<file path="src/rtl/output_fill_ctrl_pkg.sv">
// Shared definitions for the output feature-map write sequencer.
//   DEF_ADDR_W : default RAM word-address width
//   DEF_SIZE_W : default map side-length width (word counts use twice this)
//   state_e    : sequencer states
package output_fill_ctrl_pkg;

  localparam int unsigned DEF_ADDR_W = 10;
  localparam int unsigned DEF_SIZE_W = 8;

  typedef enum logic [1:0] {
    IDLE = 2'd0,
    FILL = 2'd1,
    DONE = 2'd2
  } state_e;

endpackage

</file>
<file path="src/rtl/output_fill_ctrl_counter.sv">
// Loadable up-counter with terminal-count compare.
//   clk, rst  : clock, async active-high reset
//   clr_i     : synchronous clear to zero (wins over inc_i)
//   inc_i     : increment by one
//   limit_i   : terminal value
//   count_o   : registered count
//   tc_c      : combinational, high when count_o == limit_i
module output_fill_ctrl_counter
  import output_fill_ctrl_pkg::*;
#(
  parameter int unsigned W = 2 * DEF_SIZE_W
) (
  input  logic         clk,
  input  logic         rst,
  input  logic         clr_i,
  input  logic         inc_i,
  input  logic [W-1:0] limit_i,
  output logic [W-1:0] count_o,
  output logic         tc_c
);

  logic [W-1:0] count_q;
  logic [W-1:0] count_d;

  // Next count
  always_comb begin
    count_d = count_q;
    if (clr_i) begin
      count_d = '0;
    end else if (inc_i) begin
      count_d = count_q + W'(1);
    end
  end

  // Count register
  always_ff @(posedge clk or posedge rst) begin
    if (rst) begin
      count_q <= '0;
    end else begin
      count_q <= count_d;
    end
  end

  assign count_o = count_q;
  assign tc_c    = (count_q == limit_i);

endmodule

</file>
<file path="src/rtl/output_fill_ctrl.sv">
// Write-side address sequencer for the output feature-map RAM. Pops one
// result per available FIFO entry and writes it one cycle later at
// base + word index, covering N*N words, then reports done.
//   w_clk, reset          : clock, async active-high reset
//   enable                : level start/run request
//   initial_address       : base RAM address, sampled at start
//   output_featuremapsize : map side N, sampled at start
//   is_empty              : result FIFO empty flag
//   c_address             : RAM write address (valid with write_enable)
//   write_enable          : RAM write strobe
//   read_enable           : FIFO pop strobe
//   done                  : fill complete
module output_fill_ctrl
  import output_fill_ctrl_pkg::*;
#(
  parameter int unsigned ADDR_W = DEF_ADDR_W,
  parameter int unsigned SIZE_W = DEF_SIZE_W
) (
  input  logic              w_clk,
  input  logic              reset,
  input  logic              enable,
  input  logic [ADDR_W-1:0] initial_address,
  input  logic [SIZE_W-1:0] output_featuremapsize,
  input  logic              is_empty,
  output logic [ADDR_W-1:0] c_address,
  output logic              write_enable,
  output logic              read_enable,
  output logic              done
);

  localparam int unsigned CNT_W = 2 * SIZE_W;

  state_e            state_q, state_d;
  logic [ADDR_W-1:0] base_q, base_d;
  logic [CNT_W-1:0]  total_q, total_d;
  logic [ADDR_W-1:0] c_address_q, c_address_d;
  logic              write_enable_q, write_enable_d;
  logic              read_enable_q, read_enable_d;
  logic              done_q, done_d;

  logic              cnt_clr;
  logic              issue_inc;
  logic              write_inc;
  logic [CNT_W-1:0]  issued_cnt;
  logic [CNT_W-1:0]  written_cnt;
  logic              issued_tc;
  logic              written_tc;

  // Pops issued to the FIFO
  output_fill_ctrl_counter #(.W(CNT_W)) u_issued (
    .clk     (w_clk),
    .rst     (reset),
    .clr_i   (cnt_clr),
    .inc_i   (issue_inc),
    .limit_i (total_q),
    .count_o (issued_cnt),
    .tc_c    (issued_tc)
  );

  // Words written to the RAM
  output_fill_ctrl_counter #(.W(CNT_W)) u_written (
    .clk     (w_clk),
    .rst     (reset),
    .clr_i   (cnt_clr),
    .inc_i   (write_inc),
    .limit_i (total_q),
    .count_o (written_cnt),
    .tc_c    (written_tc)
  );

  // Next-state and output logic
  always_comb begin
    state_d        = state_q;
    base_d         = base_q;
    total_d        = total_q;
    c_address_d    = c_address_q;
    write_enable_d = 1'b0;
    read_enable_d  = 1'b0;
    done_d         = 1'b0;
    cnt_clr        = 1'b0;
    issue_inc      = 1'b0;
    write_inc      = 1'b0;

    case (state_q)
      IDLE: begin
        if (enable) begin
          base_d  = initial_address;
          total_d = CNT_W'(output_featuremapsize) * CNT_W'(output_featuremapsize);
          cnt_clr = 1'b1;
          if (output_featuremapsize == '0) begin
            state_d = DONE;
            done_d  = 1'b1;
          end else begin
            state_d = FILL;
          end
        end
      end

      FILL: begin
        // Pop only while data is available, the run is enabled and words remain
        read_enable_d = !is_empty && enable && (issued_cnt < total_q);
        issue_inc     = read_enable_d;
        // FIFO data lands one cycle after the pop; address wraps modulo 2^ADDR_W
        write_enable_d = read_enable_q;
        if (read_enable_q) begin
          c_address_d = base_q + ADDR_W'(written_cnt);
          write_inc   = 1'b1;
        end
        // Complete once every popped word has been written
        if (written_tc && issued_tc) begin
          state_d = DONE;
          done_d  = 1'b1;
        end
      end

      DONE: begin
        done_d = 1'b1;
        if (!enable) begin
          state_d = IDLE;
          done_d  = 1'b0;
        end
      end

      default: begin
        state_d = IDLE;
      end
    endcase
  end

  // State and output registers
  always_ff @(posedge w_clk or posedge reset) begin
    if (reset) begin
      state_q        <= IDLE;
      base_q         <= '0;
      total_q        <= '0;
      c_address_q    <= '0;
      write_enable_q <= 1'b0;
      read_enable_q  <= 1'b0;
      done_q         <= 1'b0;
    end else begin
      state_q        <= state_d;
      base_q         <= base_d;
      total_q        <= total_d;
      c_address_q    <= c_address_d;
      write_enable_q <= write_enable_d;
      read_enable_q  <= read_enable_d;
      done_q         <= done_d;
    end
  end

  assign c_address    = c_address_q;
  assign write_enable = write_enable_q;
  assign read_enable  = read_enable_q;
  assign done         = done_q;

endmodule

</file>
<file path="config.mk">
export PLATFORM = sky130hd
export DESIGN_NAME = output_fill_ctrl
export DESIGN_NICKNAME = d
export VERILOG_FILES = /design/src/rtl/output_fill_ctrl_pkg.sv /design/src/rtl/output_fill_ctrl_counter.sv /design/src/rtl/output_fill_ctrl.sv
export SDC_FILE = /design/constraint.sdc
export NUM_CORES = 1
export LEC_CHECK = 0
export CORE_MARGIN = 2
export CORE_UTILIZATION = 65
export CTS_BUF_LIST = sky130_fd_sc_hd__clkbuf_16
export CTS_CLUSTER_DIAMETER = 150
export DETAILED_ROUTE_END_ITERATION = 10
export PLACE_DENSITY_LB_ADDON = 0.12
export REMOVE_ABC_BUFFERS = 1
export SYNTH_ARGS = -nofsm -noshare
export SYNTH_HDL_FRONTEND = slang
export SYNTH_SLANG_ARGS = --single-unit
</file>
<file path="constraint.sdc">
create_clock -name w_clk -period 5.02 [get_ports w_clk]
set_input_delay 0.753 -clock w_clk [delete_from_list [all_inputs] [get_ports w_clk]]
set_output_delay 0.753 -clock w_clk [all_outputs]
set_load 0.01 [all_outputs]
</file>
==> run metrics <==
clock tree sinks=72; later-pin clock latency in the skew report=330 ps; CP required=5260 ps; antenna cells=0; Routed WL=12,500 um; register area=1800 um2; Clk network pwr share=25.1%; CTS Root Buffer Type=clkbuf_16; first-pass GRT wire length=21,900 um; Worst-Margin Slew=1120 ps; DIE WIDTH=96.9 um; footprint of the multi-input gates=3470 um2; WL/cell=15.7 um; Final Wtd Congestion=0.876; Die Y=96.9 um; most frequent CP cell=fa_1; number of buffers created by CTS=9; Max Slew Vio Count=0; Post-CTS Hold Fix Bufs=0; commonest non-fill, non-tap cell in the layout=nand2_1; antenna violations before repair=0; synthesis-to-layout area growth=17.3%; CP peak stage delay=540 ps; peak supply drop=0.000298 V; worst min path class=reg2reg; Seq cells post-synth=72; antenna-violating nets left=0; grt ovf=0; final std cells w/o fill=792; crit-path max FO=4; worst slack at placement=-112 ps; Slew HR=25.1%; final setup fails=0; vias=4,597; HPWL after DPL=9270 um; first-pass detailed-route iteration total=4; DR iter-0 viols=247; pwr dens=447 nW/um2; design area=6580 um2; placed cells=776; crit path launch type=primary input; FF-to-FF path depth=6; CORE AREA=8300 um2; die area=9390 um2; final period utilization=95.8%; worst-path cell chain=clkdlybuf4s50_1, and2_1, fa_1, fa_1, inv_1, fa_1, fa_1, inv_1, ha_1, o21ai_0, nand2_1, a31oi_2, o21ai_0, xor2_1, o21ai_0; Worst Setup Slack, final=211 ps; # fillers=536; hold slack=476 ps; Unique masters post-synth=49; hold violation count in the final report=0; most common flop cell mapped by yosys=dfrtp_1; Adder-Cell Fraction of Synth Area=21.8%; fmax=208 MHz; Comb pwr share=44.1%; Synth Instances=628; Global Route Usage Sum=28.2%; Worst-path clk slew=60 ps; Worst setup EP type=register; largest family of logic cells by synthesized area=adder cells; commonest cells after routing, fill and taps aside=nand2_1, inv_1, dfrtp_1; ys async rst share=100%; Clock Skew=10.9 ps; initial core utilization=67.6%; Clock Tree Buf Depth=2; ratio of cells with drive above 1 in the final layout=8.15%; post-synthesis simple-gate area fraction=18.5%; setup_tns=0 ps; cell-internal power=0.00182 W; cell row count=33; number of flops mapped to enable cells by yosys=0; slowest stage cell, crit path=fa_1; warnings from Yosys=0; H-tree levels=3; compound-gate portion of the synthesized area=13.2%; sequential share of power=30.8%; leakage power total=3.22 nW; max cap viols=0; Switching Fraction=37.9%; final worst path period need=4810 ps; DRC Markers=0; kind of critical path=in2reg; Avg Vias per Cell=5.80; status=finished clean; CP Data Arrival Time=5050 ps; largest net degree at the start of global routing=50; Placed Area=6220 um2; flop2flop setup slack=2300 ps; sequential area share after synthesis=32.1%; proportion of synthesized area in mux cells=0.535%; Mapped Avg Cell Area=8.94 um2; io pins=35; Switch Pwr=0.00112 W; number of global-route vias before repair=4,797; Hold Crit Depth=2; Synth Area in XOR/XNOR=7.49%; TritonCTS clock tree=done; Final nets=786; PortBufs=34; Mapped Area=5610 um2
[timing repair]
item,in CTS,in global routing
setup buffers,0,0
resized for setup,0,4
setup endpoints to repair,0,4
[synthesized netlist by cell type, types with 7 or more instances]
cell type  number  area share (%)
xnor2_1        24             3.7
nand3_1         8            0.71
o21ai_0        43             3.8
nand2_1        87             5.8
fa_1           26             9.3
xor2_1         24             3.7
or3_1          11             1.2
nor4_1          8            0.89
nand4_1        11             1.2
dfrtp_1        72              32
ha_1           56              12
clkbuf_1       16             1.1
a21oi_1        27             2.4
nor2_1         34             2.3
a21o_1          7            0.94
and2_1         22             2.5
o31ai_1         7            0.94
inv_1          75             5.0
[power by group through the flow]
stage,Combinational (W),Clock [W],Sequential (W)
floorplan,0.000863,0,0.000873
global placement,0.00119,0,0.000903
detailed placement,0.00126,0,0.000910
CTS,0.00128,0.000742,0.000903
global route,0.00146,0.000772,0.000926
finish,0.00130,0.000738,0.000906
[through the flow]
step	util, %	power, W
after floorplan	-	0.00174
after global placement	75.0	0.00209
after detailed placement	75.0	0.00217
after CTS	79.1	0.00292
after global routing	79.3	0.00316
final	79.3	0.00294
[area by class of cell]
class | instances | share of cell area (%)
clock buffers | 9 | 3.42
multi-input cells | 462 | 52.7
clock inverters | 7 | 1.81
flip-flops and latches | 72 | 27.4
well taps | 105 | 2.00
repair buffers | 62 | 8.37
inverters | 75 | 4.28
[sequential cells by signal, indices dropped and copies added, names as in the netlist]
signal             count
done                   1
c_address             10
u_written.count_o     16
write_enable           1
total_q               15
u_issued.count_o      16
read_enable            1
base_q                10
state_q                2
[final timing paths]
kind	endpoint	startpoint
worst min register to register	c_address[8]	c_address[8]
min in group asynchronous	c_address[9]	reset
worst min-delay path	c_address[8]	c_address[8]
worst max register to register	u_written.count_o[15]	state_q[1]
max in group asynchronous	u_issued.count_o[1]	reset
worst max-delay path	total_q[15]	output_featuremapsize[2]
[kinds of logic after synthesis]
logic type,after synthesis
simple gates,211
compound gates,118
buf+inv,94
fa+ha+maj,82
flops,72
xor+xnor,48
mux,3
[per-layer routing]
| metal | track usage [%] | part of all wire (%) | vias to the layer above |
|---|---|---|---|
| li1 | - | - | 2237 |
| met1 | 33.5 | 41 | 2224 |
| met2 | 51.9 | 53 | 111 |
| met3 | 5.27 | 4.6 | 25 |
| met4 | 8.34 | 1.6 | 0 |
| met5 | 0 | 0 | - |
[worst max-delay path, delay by kind of cell]
kind | cells | cell delay, ps
compound gates | 4 | 820
xor+xnor | 1 | 170
fa+ha+maj | 5 | 2330
buf+inv | 3 | 620
simple gates | 2 | 360
No activity file was read; power rests on OpenSTA's default activity.
